--- config.mk ---
export PLATFORM = sky130hd
export DESIGN_NAME = ddc_readout_ctrl
export DESIGN_NICKNAME = d
export VERILOG_FILES = /design/src/rtl/ddc_pkg.sv /design/src/rtl/sync_2ff.sv /design/src/rtl/ddc_readout_ctrl.sv
export SDC_FILE = /design/constraint.sdc
export NUM_CORES = 1
export LEC_CHECK = 0
export ABC_AREA = 1
export CORE_UTILIZATION = 23
export CTS_CLUSTER_SIZE = 25
export DETAILED_ROUTE_END_ITERATION = 7
export PLACE_DENSITY = 0.46
export SYNTH_ARGS = -nofsm -noshare
export SYNTH_HDL_FRONTEND = slang
export SYNTH_SLANG_ARGS = --single-unit
export TNS_END_PERCENT = 10
--- constraint.sdc ---
create_clock -name clk -period 5.06 [get_ports clk]
set_clock_uncertainty 0.15 [all_clocks]
set_input_delay 0.506 -clock clk [delete_from_list [all_inputs] [get_ports clk]]
set_output_delay 0.506 -clock clk [all_outputs]
set_load 0.005 [all_outputs]
--- src/rtl/ddc_pkg.sv ---
// Shared types and default geometry for the DDC converter readout path.
package ddc_pkg;

  typedef enum logic [2:0] {
    ST_IDLE  = 3'd0,
    ST_SETUP = 3'd1,
    ST_SHIFT = 3'd2,
    ST_HOLD  = 3'd3,
    ST_OUT   = 3'd4
  } ddc_state_t;

  localparam int DDC_NCH  = 2;
  localparam int DDC_BITS = 20;
  localparam int DDC_DIV  = 5;

  // Channel index width; a single channel still gets a 1-bit index.
  function automatic int ch_width(input int n);
    return (n > 1) ? $clog2(n) : 1;
  endfunction

endpackage

--- src/rtl/sync_2ff.sv ---
// Two-flop synchronizer for asynchronous level inputs, reset value selectable.
module sync_2ff #(
  parameter int              WIDTH     = 1,
  parameter logic [WIDTH-1:0] RESET_VAL = '0
) (
  input  logic             clk,
  input  logic             reset,
  input  logic [WIDTH-1:0] d,
  output logic [WIDTH-1:0] q
);

  logic [WIDTH-1:0] meta;

  always_ff @(posedge clk or posedge reset) begin
    if (reset) begin
      meta <= RESET_VAL;
      q    <= RESET_VAL;
    end else begin
      meta <= d;
      q    <= meta;
    end
  end

endmodule

--- src/rtl/ddc_readout_ctrl.sv ---
// Serial readout of a multi-channel converter frame: handshake with the
// converter, shift in NCH*BITS bits, then hand words out over valid/ready.
module ddc_readout_ctrl
  import ddc_pkg::*;
#(
  parameter  int NCH  = DDC_NCH,
  parameter  int BITS = DDC_BITS,
  parameter  int DIV  = DDC_DIV,
  localparam int CHW  = ch_width(NCH)
) (
  input  logic            clk,
  input  logic            reset,
  input  logic            enable,
  input  logic            dvalid_n,
  input  logic            dout,
  output logic            dclk,
  output logic            dxmit_n,
  output logic [BITS-1:0] out_data,
  output logic [CHW-1:0]  out_ch,
  output logic            out_valid,
  input  logic            out_ready,
  output logic            busy,
  output logic            overrun,
  input  logic            ovr_clr,
  output logic [15:0]     frame_cnt,
  output ddc_state_t      dbg_state
);

  localparam int NBITS = NCH * BITS;
  localparam int CNTW  = $clog2(DIV);
  localparam int BCW   = $clog2(NBITS + 1);

  // out_valid/out_ready: a word moves on any clk edge where both are high;
  // while out_valid is high and out_ready low, out_data/out_ch hold steady.

  ddc_state_t        state, state_nxt;
  logic              dv_sync, dv_prev, dv_fall;
  logic [CNTW-1:0]   div_cnt;
  logic [BCW-1:0]    bit_cnt;
  logic              dclk_q;
  logic [NBITS-1:0]  shreg;
  logic [CHW-1:0]    ch_idx;
  logic [15:0]       frame_cnt_q;
  logic              overrun_q;
  logic              div_last, bit_last, ch_last, xfer;

  sync_2ff #(.WIDTH(1), .RESET_VAL(1'b1)) u_sync_dvalid (
    .clk   (clk),
    .reset (reset),
    .d     (dvalid_n),
    .q     (dv_sync)
  );

  always_ff @(posedge clk or posedge reset) begin
    if (reset) dv_prev <= 1'b1;
    else       dv_prev <= dv_sync;
  end

  assign dv_fall  = dv_prev & ~dv_sync;
  assign div_last = (div_cnt == CNTW'(DIV - 1));
  assign bit_last = (bit_cnt == BCW'(NBITS - 1));
  assign ch_last  = (ch_idx == CHW'(NCH - 1));
  assign xfer     = (state == ST_OUT) && out_ready;

  // FSM: state register
  always_ff @(posedge clk or posedge reset) begin
    if (reset) state <= ST_IDLE;
    else       state <= state_nxt;
  end

  // FSM: next state
  always_comb begin
    state_nxt = state;
    case (state)
      ST_IDLE:  if (dv_fall && enable) state_nxt = ST_SETUP;
      ST_SETUP: if (div_last) state_nxt = ST_SHIFT;
      ST_SHIFT: if (div_last && !dclk_q && bit_last) state_nxt = ST_HOLD;
      ST_HOLD:  if (div_last) state_nxt = ST_OUT;
      ST_OUT:   if (out_ready && ch_last) state_nxt = ST_IDLE;
      default:  state_nxt = ST_IDLE;
    endcase
  end

  // FSM: outputs
  always_comb begin
    dxmit_n   = 1'b1;
    busy      = (state != ST_IDLE);
    out_valid = 1'b0;
    out_data  = '0;
    if (state == ST_SETUP || state == ST_SHIFT) dxmit_n = 1'b0;
    if (state == ST_OUT) begin
      out_valid = 1'b1;
      for (int i = 0; i < NCH; i++) begin
        if (ch_idx == CHW'(i)) out_data = shreg[(NCH-i)*BITS-1 -: BITS];
      end
    end
  end

  // Phase timing: div_cnt restarts on every state change and every DIV cycles.
  always_ff @(posedge clk or posedge reset) begin
    if (reset) begin
      div_cnt <= '0;
    end else if (state != state_nxt || div_last) begin
      div_cnt <= '0;
    end else if (state == ST_SETUP || state == ST_SHIFT || state == ST_HOLD) begin
      div_cnt <= div_cnt + 1'b1;
    end
  end

  // dclk generation and MSB-first capture on the high->low edge.
  always_ff @(posedge clk or posedge reset) begin
    if (reset) begin
      dclk_q  <= 1'b0;
      bit_cnt <= '0;
      shreg   <= '0;
    end else begin
      if (state == ST_SETUP) begin
        bit_cnt <= '0;
        if (div_last) dclk_q <= 1'b1;
      end else if (state == ST_SHIFT && div_last) begin
        if (dclk_q) begin
          dclk_q <= 1'b0;
          shreg  <= {shreg[NBITS-2:0], dout};
        end else if (!bit_last) begin
          dclk_q  <= 1'b1;
          bit_cnt <= bit_cnt + 1'b1;
        end
      end
    end
  end

  // Word sequencing, frame count and the sticky overrun flag.
  always_ff @(posedge clk or posedge reset) begin
    if (reset) begin
      ch_idx      <= '0;
      frame_cnt_q <= '0;
      overrun_q   <= 1'b0;
    end else begin
      if (xfer) begin
        if (ch_last) begin
          ch_idx      <= '0;
          frame_cnt_q <= frame_cnt_q + 16'd1;
        end else begin
          ch_idx <= ch_idx + 1'b1;
        end
      end
      if (dv_fall && state != ST_IDLE) overrun_q <= 1'b1;
      else if (ovr_clr)                overrun_q <= 1'b0;
    end
  end

  assign dclk      = dclk_q;
  assign out_ch    = ch_idx;
  assign frame_cnt = frame_cnt_q;
  assign overrun   = overrun_q;
  assign dbg_state = state;

endmodule

==> results of run 1 <==
## cell families (layout without fill, tap and decap cells)
group / Yosys count / count (layout)
AOI/OAI and AO/OA: 77 / 77
and+or+nand+nor: 201 / 201
buffers and inverters: 72 / 125
DFF: 74 / 74
xor gates and xnor gates: 14 / 14
adders and majority gates: 4 / 4
## synth_stat cells, drive strengths merged
library cell  number
dfstp              3
nand4              5
xnor2              2
nor2              49
o21ai             33
nor3               6
o221ai             1
xor2              12
nand2            115
inv               57
nand3b             2
nand3             24
ha                 4
a31oi              1
buf                9
a21oi             42
dfrtp             71
clkbuf             6
## worst paths after layout
| check | startpoint | to | slack (ns) | cells after the start |
|---|---|---|---|---|
| worst max-delay path | out_ch | out_data[4] | 1.84 | 4 |
| worst min-delay path | u_sync_dvalid.meta | u_sync_dvalid.q | 0.21 | 0 |
| max in group asynchronous | reset | shreg[33] | 3.24 | 3 |
| min in group asynchronous | reset | overrun | 0.50 | 2 |
| worst max register to register | div_cnt[0] | shreg[20] | 2.52 | 7 |
| worst min register to register | u_sync_dvalid.meta | u_sync_dvalid.q | 0.21 | 0 |
## cell usage in the layout, fill, tap and decap left out, drive strengths merged
cell type and n:
buf 1, o21ai 33, nor3 6, xnor2 2
nand2 115, clkinv 1, nor2 49, dfrtp 71
o221ai 1, nand3b 2, nand3 24, nand4 5
xor2 12, dfstp 3, inv 57, clkinvlp 2
ha 4, clkdlybuf4s50 51, bufinv 1, a31oi 1
clkbuf 12, a21oi 42
## worst reg2reg max path, delay by kind of cell, from the launching register on
kind / cells / cell delay [ns]
simple gates: 4 / 1.57
compound gates: 1 / 0.05
fa+ha+maj: 1 / 0.15
buf+inv: 1 / 0.09
flops: 1 / 0.38
## report_power, final
| group | internal (mW) | total, mW | switching, mW |
|---|---|---|---|
| logic | 0.158 | 0.376 | 0.218 |
| clock network | 0.408 | 0.654 | 0.246 |
| registers | 0.661 | 0.741 | 0.0805 |
| total | 1.23 | 1.77 | 0.545 |
## sequential cells by signal (all words and copies together), names as in the netlist, 3 cells and up
register,cells
div_cnt,3
frame_cnt,16
shreg,40
dbg_state,3
bit_cnt,6
## final cells by class
type,count,area share (%)
sequential,74,39.21
multi-input combinational,296,33.08
timing repair buffer,52,10.95
tap,216,5.711
clock buffer,12,5.420
inverter,57,4.574
clock inverter,4,1.058
## per-stage QoR
stage | cell area (um^2) | setup slack, ns | power, mW | util [%]
2_1_floorplan | 3732 | 2.527 | 0.9803 | -
3_3_place_gp | 4425 | 2.266 | 1.123 | 27.86
3_5_place_dp | 4425 | 2.215 | 1.136 | 27.86
4_1_cts | 4732 | 1.826 | 1.804 | 29.79
5_1_grt | 4732 | 1.636 | 1.886 | 29.79
6_report | 4732 | 1.840 | 1.772 | 29.79
## per-layer routing
layer | track usage (%) | routed length (um)
met5 | 0 | 0
met4 | 6.228 | 163
met3 | 1.899 | 214
met2 | 18.15 | 4209
met1 | 14.59 | 4231
==> flow_summary_export.csv, run 1 <==
group,metric,value,unit
outcome,outcome,"finished, final reports clean",
critical_path,start_kind,"register",
clocking,cts.sinks,74,
routing,ant_nets,0,
critical_path,worstPathCellList,"inv_1 -> nand2_1 -> a21oi_1 -> clkdlybuf4s50_1",
floorplan,initial_core_util,23.50,%
min_path,hold_path_class,"register to register",
logic_synthesis,syn_inst,442,
power_and_ir_drop,ir_drop,0.1323,mV
timing,final.min_clock_period,3.220,ns
finish,nets,501,
placed_design,numPortBuffers,51,
routing,wl_per_cell,12.40,um
logic_synthesis,netlist_area,0.003732,mm^2
clocking,cts_setup_buffers,0,
power_and_ir_drop,p_per_area,374.4,mW/mm^2
timing,tns,0,ns
logic_synthesis,synth_seq_area_share,49.72,%
clocking,clk_path_buf_depth,2,
grt,antenna_found_initial,0,
routing,drt-initial-drc-count,115,
floorplan,die_h,129.4,um
clocking,ctsHoldBuffers,0,
logic_synthesis,yosysTopAreaCell,"dfrtp_1",
logic_synthesis,synth_fa_ha_area_share,1.341,%
routing,wl,8.818,mm
critical_path,endpoint_kind,"output pin",
grt,grt_pass1_wl,14.45,mm
critical_path,path_class,"register to output pin",
routing,via_per_inst,4.159,
logic_synthesis,synth.mux.area_fraction,0,%
timing,clock.fmax,310.6,MHz
logic_synthesis,synth_area_leaders,"dfrtp_1 48%, nand2_1 11%, inv_1 5.3%",
power_and_ir_drop,p_leak,2.003,nW
clocking,clkTransAtPathRegs,0.06,ns
routing,dr_total_vias,2957,
floorplan,dieArea,0.01674,mm^2
logic_synthesis,synth_xor_area_share,3.285,%
critical_path,critical_path_buf_inv_count,2,
logic_synthesis,ys_ff_latch,74,
finish,drive_gt1_share,14.75,%
timing,hold_violations,0,
placed_design,dp_cells,695,
floorplan,io_pins,52,
grt,grt_max_degree,81,
floorplan,num_rows,46,
critical_path,crit_fanout,23,
clocking,cts_tree,"yes",
clocking,worstSkewPairLatency,0.33,ns
clocking,htree_levels,3,
floorplan,coreArea,0.01589,mm^2
logic_synthesis,synth_nets,453,
logic_synthesis,synth-compound-area-share,12.47,%
critical_path,slowest_stage,"dfrtp_1",
clocking,numCtsBuffers,9,
logic_synthesis,syn_avg_cell_area,8.444,um^2
logic_synthesis,synth_top_family_by_area,"simple AND/OR/NAND/NOR gates",
logic_synthesis,synth-simple-area-share,24.84,%
floorplan,dieWidth,129.4,um
timing,rsz0062_at_grt,"no",
timing,worst_pin_slew,1.124,ns
logic_synthesis,synthDistinctLibCells,29,
critical_path,critical_path.top_delay_family,"buffers and inverters",
timing,slew_headroom,25.07,%
logic_synthesis,yosys_warnings,0,
flow_run,drv_cap,0,
grt,grt-ovfl-total,0,
logic_synthesis,synth_top_area_share,47.60,%
grt,grt_use_total,11.34,%
finish,area.growth.synth_to_final,26.79,%
timing,drv_slew,0,
finish,ff_latch_area,0.001856,mm^2
timing,setup_viol,0,
clocking,cts_root_buf,"clkbuf_16",
critical_path,critical-path-max-stage-delay,0.65,ns
critical_path,critPathRequiredTime,4.40,ns
placed_design,gp_congestion,0.7728,
finish,multi_input_area,0.001565,mm^2
timing,finalCritPeriodShare,63.63,%
finish,antennaDiodeCount,0,
routing,drt-pass1-iter-count,4,
timing,hold_ws,0.2057,ns
critical_path,crit_arrival,2.56,ns
clocking,cts_resized,0,
finish,fillers,1750,
finish,stdcell_count,711,
grt,grt_pass1_vias,2797,
placed_design,dp_hpwl,6.165,mm
routing,route.detailed.drc,0,
Note: power is estimated with default switching activity, not from simulation.
==> run 2, diff against run 1 <==
==> constraint.sdc (replaced) <==
create_clock -name clk -period 3.1 [get_ports clk]
set_clock_uncertainty 0.15 [all_clocks]
set_input_delay 0.31 -clock clk [delete_from_list [all_inputs] [get_ports clk]]
set_output_delay 0.31 -clock clk [all_outputs]
set_load 0.005 [all_outputs]
==> flow_summary_export.csv, run 2 (same netlist as run 1, synthesis figures left out) <==
group,metric,value,unit
power_and_ir_drop,power.switching,878.3,uW
placed_design,numPortBuffers,51,
grt,grt_pass1_wl,14.35,mm
floorplan,dieArea,0.01674,mm^2
timing,final.min_clock_period,2.614,ns
critical_path,rr_startpoint,"div_cnt[0]",
placed_design,gp_congestion,0.7512,
routing,drt-pass1-iter-count,4,
power_and_ir_drop,ir_drop,0.2035,mV
timing,hold_ws,0.2042,ns
critical_path,reg2reg_depth,8,
power_and_ir_drop,power.total,2.798,mW
routing,route.detailed.drc,0,
power_and_ir_drop,seqPwrFrac,42.3,%
floorplan,coreArea,0.01589,mm^2
finish,nets,504,
finish,fillers,1723,
finish,antennaDiodeCount,0,
finish,drive_gt1_share,15.09,%
finish,top_register,"shreg",
grt,grt_use_total,11.15,%
clocking,htree_levels,3,
routing,via_per_inst,4.143,
finish,multi_input_area,0.001565,mm^2
outcome,outcome,"finished, final reports clean",
critical_path,critPathRequiredTime,2.64,ns
clocking,worstSkewPairLatency,0.34,ns
power_and_ir_drop,swShare,31.38,%
clocking,cts_root_buf,"clkbuf_16",
flow_run,drv_cap,0,
routing,ant_nets,0,
clocking,numCtsBuffers,9,
clocking,ctsHoldBuffers,0,
critical_path,crit_start,"dbg_state[1]",
finish,layout_commonest_cell,"nand2_1",
timing,tns,0,ns
timing,finalCritPeriodShare,84.31,%
critical_path,crit_arrival,2.15,ns
timing,rsz0062_at_grt,"no",
clocking,clk_path_buf_depth,2,
finish,largest_register_ffs,40,
floorplan,io_pins,52,
timing,setup_viol,0,
critical_path,regToRegSetupSlack,0.89,ns
grt,grt_max_degree,47,
timing,drv_slew,0,
critical_path,start_kind,"register",
grt,antenna_found_initial,0,
power_and_ir_drop,p_int,1.920,mW
critical_path,rr_endpoint,"shreg[18]",
timing,worst_pin_slew,0.7247,ns
timing,slew_headroom,51.64,%
grt,grt_pass1_vias,2930,
critical_path,endpoint_kind,"output pin",
power_and_ir_drop,combPwrFrac,23.3,%
routing,wl_per_cell,11.85,um
clocking,cts_setup_buffers,0,
timing,hold_violations,0,
clocking,cts_resized,0,
power_and_ir_drop,p_clk_share,34.4,%
finish,area.growth.synth_to_final,27.12,%
min_path,hold_path_class,"register to register",
routing,drt-initial-drc-count,138,
power_and_ir_drop,p_leak,2.020,nW
clocking,cts.sinks,74,
finish,ff_latch_area,0.001856,mm^2
critical_path,crit_end,"out_data[11]",
finish,final_cell_mix,"113 x nand2_1, 71 x dfrtp_1, 52 x inv_1",
placed_design,dp_hpwl,5.873,mm
clocking,cts_tree,"yes",
timing,clock.fmax,382.6,MHz
routing,wl,8.452,mm
floorplan,num_rows,46,
floorplan,die_h,129.4,um
power_and_ir_drop,p_per_area,589.8,mW/mm^2
critical_path,path_class,"register to output pin",
routing,dr_total_vias,2954,
floorplan,initial_core_util,23.50,%
floorplan,dieWidth,129.4,um
grt,grt-ovfl-total,0,
critical_path,crit_fanout,21,
clocking,clkTransAtPathRegs,0.06,ns
[run 2: cell count changes in the layout (fill, tap and decap cells not counted)]
cell        change
buf_12          +2
buf_4           +1
bufinv_16       -1
clkinv_2        +2
clkinvlp_4      -2
[run 2: worst min path at each step]
stage	from	endpoint	slack [ns]	cells after the start
floorplan	dvalid_n	u_sync_dvalid.meta	0.16	0
global placement	u_sync_dvalid.meta	u_sync_dvalid.q	0.20	0
detailed placement	u_sync_dvalid.meta	u_sync_dvalid.q	0.20	0
CTS	u_sync_dvalid.meta	u_sync_dvalid.q	0.21	0
global route	u_sync_dvalid.meta	u_sync_dvalid.q	0.21	0
finish	u_sync_dvalid.meta	u_sync_dvalid.q	0.20	0
[run 2: critical path, cell delays in order (launching register included)]
cell and delay [ns]:
dfrtp_1 0.47, nor2_4 0.18, nand2_2 0.32, a21oi_1 0.30
clkdlybuf4s50_1 0.55
[run 2: metrics by stage]
stage / worst slack, ns / utilization (%) / cell area (um^2) / std cells
floorplan: 0.7633 / - / 3732 / 442
global placement: 0.7991 / 28.16 / 4473 / 698
detailed placement: 0.7929 / 28.16 / 4473 / 698
CTS: 0.4098 / 29.87 / 4745 / 713
global route: 0.3073 / 29.87 / 4745 / 713
finish: 0.4863 / 29.87 / 4745 / 713
[run 2: final cells by class]
class,count,share of cell area [%]
Clock buffer,12,5.406
Clock inverter,3,0.3165
Inverter,57,4.562
Multi-Input combinational cell,296,32.99
Sequential cell,74,39.11
Tap cell,216,5.696
Timing Repair Buffer,55,11.92
[run 2: metal layers]
layer  wire [um]  up-vias  global-route usage, %
met5           0        -                      0
li1            -     1506                      -
met4         213        0                  7.059
met3         238       12                  1.858
met1        4058     1387                  14.37
met2        3942       49                  17.36
[run 2: power by group through the flow]
stage / Clock, mW / Combinational [mW] / Sequential [mW]
after floorplan: 0 / 0.415 / 1.19
after detailed placement: 0 / 0.659 / 1.20
after global routing: 1.04 / 0.730 / 1.20
final: 0.962 / 0.652 / 1.19
after global placement: 0 / 0.652 / 1.20
after CTS: 1.01 / 0.661 / 1.19
==> run 3, diff against run 2 <==
==> constraint.sdc (replaced) <==
create_clock -name clk -period 2.6 [get_ports clk]
set_clock_uncertainty 0.15 [all_clocks]
set_input_delay 0.26 -clock clk [delete_from_list [all_inputs] [get_ports clk]]
set_output_delay 0.26 -clock clk [all_outputs]
set_load 0.005 [all_outputs]
==> flow_summary_export.csv, run 3 (same netlist as run 1, synthesis figures left out) <==
group,metric,value,unit
outcome,outcome,"finished, final reports clean",
critical_path,crit_end,"out_data[11]",
power_and_ir_drop,swShare,30.63,%
routing,dr_total_vias,2988,
placed_design,gp_congestion,0.8261,
placed_design,dp_hpwl,5.978,mm
finish,layout_commonest_cell,"nand2_1",
critical_path,slowest_stage,"clkdlybuf4s50_1",
critical_path,reg2reg_depth,8,
clocking,clkTransAtPathRegs,0.06,ns
critical_path,regToRegSetupSlack,0.75,ns
grt,grt_max_degree,81,
power_and_ir_drop,p_clk_share,38.3,%
floorplan,io_pins,52,
critical_path,critPathRequiredTime,2.19,ns
critical_path,rr_startpoint,"div_cnt[0]",
floorplan,die_h,129.4,um
critical_path,crit_start,"dbg_state[0]",
finish,largest_register_ffs,40,
timing,hold_ws,0.1758,ns
min_path,hold_path_class,"primary input to async pin",
finish,nets,506,
finish,fillers,1727,
power_and_ir_drop,p_int,2.481,mW
timing,clock.fmax,426.9,MHz
routing,via_per_inst,4.173,
timing,finalCritPeriodShare,90.10,%
routing,met2_length,4.042,mm
critical_path,worstPathCellList,"nor2_4 -> nand2_4 -> a21oi_1 -> clkdlybuf4s50_1",
critical_path,endpoint_kind,"output pin",
routing,route.detailed.drc,0,
finish,final_util,30.34,%
routing,drt-pass1-iter-count,4,
routing,wl,8.697,mm
power_and_ir_drop,combPwrFrac,22.0,%
floorplan,num_rows,46,
timing,worst_pin_slew,0.4456,ns
critical_path,rr_endpoint,"shreg[0]",
power_and_ir_drop,p_leak,2.067,nW
power_and_ir_drop,power.switching,1.096,mW
floorplan,initial_core_util,23.50,%
critical_path,critical-path-max-stage-delay,0.53,ns
finish,final_cell_mix,"113 x nand2_1, 71 x dfrtp_1, 52 x inv_1",
finish,antennaDiodeCount,0,
clocking,cts_tree,"yes",
finish,area.growth.synth_to_final,29.13,%
grt,grt_use_total,11.45,%
flow_run,drv_cap,0,
critical_path,crit_arrival,1.93,ns
grt,grt-ovfl-total,0,
routing,wl_met3,230,um
routing,drt-initial-drc-count,152,
routing,wl_met1,4.210,mm
routing,maxUsedRoutingLayer,"met4",
finish,top_register,"shreg",
routing,wl_per_cell,12.15,um
timing,drv_slew,0,
power_and_ir_drop,seqPwrFrac,39.7,%
timing,final.min_clock_period,2.343,ns
timing,slew_headroom,70.30,%
finish,drive_gt1_share,15.80,%
clocking,worstSkewPairLatency,0.33,ns
timing,tns,0,ns
grt,grt_pass1_vias,2957,
grt,grt_pass1_wl,14.77,mm
routing,ant_nets,0,
power_and_ir_drop,p_per_area,742.2,mW/mm^2
floorplan,dieWidth,129.4,um
critical_path,path_class,"register to output pin",
floorplan,dieArea,0.01674,mm^2
clocking,htree_levels,3,
power_and_ir_drop,ir_drop,0.3429,mV
clocking,cts_root_buf,"clkbuf_16",
finish,multi_input_area,0.001570,mm^2
clocking,numCtsBuffers,9,
grt,antenna_found_initial,0,
timing,setup_viol,0,
floorplan,coreArea,0.01589,mm^2
timing,hold_violations,0,
critical_path,start_kind,"register",
timing,rsz0062_at_grt,"no",
placed_design,numPortBuffers,51,
clocking,clk_path_buf_depth,2,
finish,ff_latch_area,0.001856,mm^2
clocking,cts.sinks,74,
critical_path,crit_fanout,21,
[run 3: worst min path at each step]
stage | startpoint | to | slack (ns) | depth (start not counted)
CTS | dvalid_n | u_sync_dvalid.meta | 0.16 | 1
global placement | u_sync_dvalid.meta | u_sync_dvalid.q | 0.20 | 0
floorplan | dvalid_n | u_sync_dvalid.meta | 0.11 | 0
global route | dvalid_n | u_sync_dvalid.meta | 0.19 | 1
finish | reset | bit_cnt[3] | 0.18 | 3
detailed placement | u_sync_dvalid.meta | u_sync_dvalid.q | 0.20 | 0
[run 3: power groups by stage]
| stage | logic, mW | clock network, mW | registers (mW) |
|---|---|---|---|
| global placement | 0.782 | 0 | 1.44 |
| detailed placement | 0.797 | 0 | 1.44 |
| finish | 0.787 | 1.37 | 1.42 |
| floorplan | 0.495 | 0 | 1.41 |
| global route | 0.895 | 1.48 | 1.44 |
| CTS | 0.800 | 1.42 | 1.42 |
[run 3: cell type report]
| class | instances | share of cell area [%] |
|---|---|---|
| clock buffer | 10 | 4.958 |
| clock inverter | 6 | 1.817 |
| inverter | 57 | 4.491 |
| multi-input combinational | 296 | 32.58 |
| sequential | 74 | 38.50 |
| tap | 216 | 5.607 |
| timing repair buffer | 57 | 12.05 |
[run 3: timing repair]
item                                    in CTS  in global routing
hold buffers                                 0                  0
gates resized for setup                      0                  1
buffers inserted                             0                  0
endpoints found under the setup margin       0                 13
[run 3: through the flow]
stage | power [mW] | std cells | cell area [um^2] | setup WS [ns]
final | 3.577 | 716 | 4820 | 0.2573
after global routing | 3.814 | 716 | 4820 | 0.1141
after CTS | 3.641 | 716 | 4815 | 0.05879
after detailed placement | 2.237 | 700 | 4488 | 0.4321
after global placement | 2.218 | 700 | 4488 | 0.5053
after floorplan | 1.908 | 442 | 3732 | 0.3133
[run 3: routing by layer]
metal,track usage (%),vias up
met5,0,-
met4,6.228,0
met3,2.064,15
met2,17.99,39
met1,14.91,1424
li1,-,1510
[run 3: critical path, delay by kind of cell (launching register included)]
family | cells | cell delay [ns]
buf+inv | 1 | 0.53
flops | 1 | 0.48
simple gates | 2 | 0.38
compound gates | 1 | 0.21
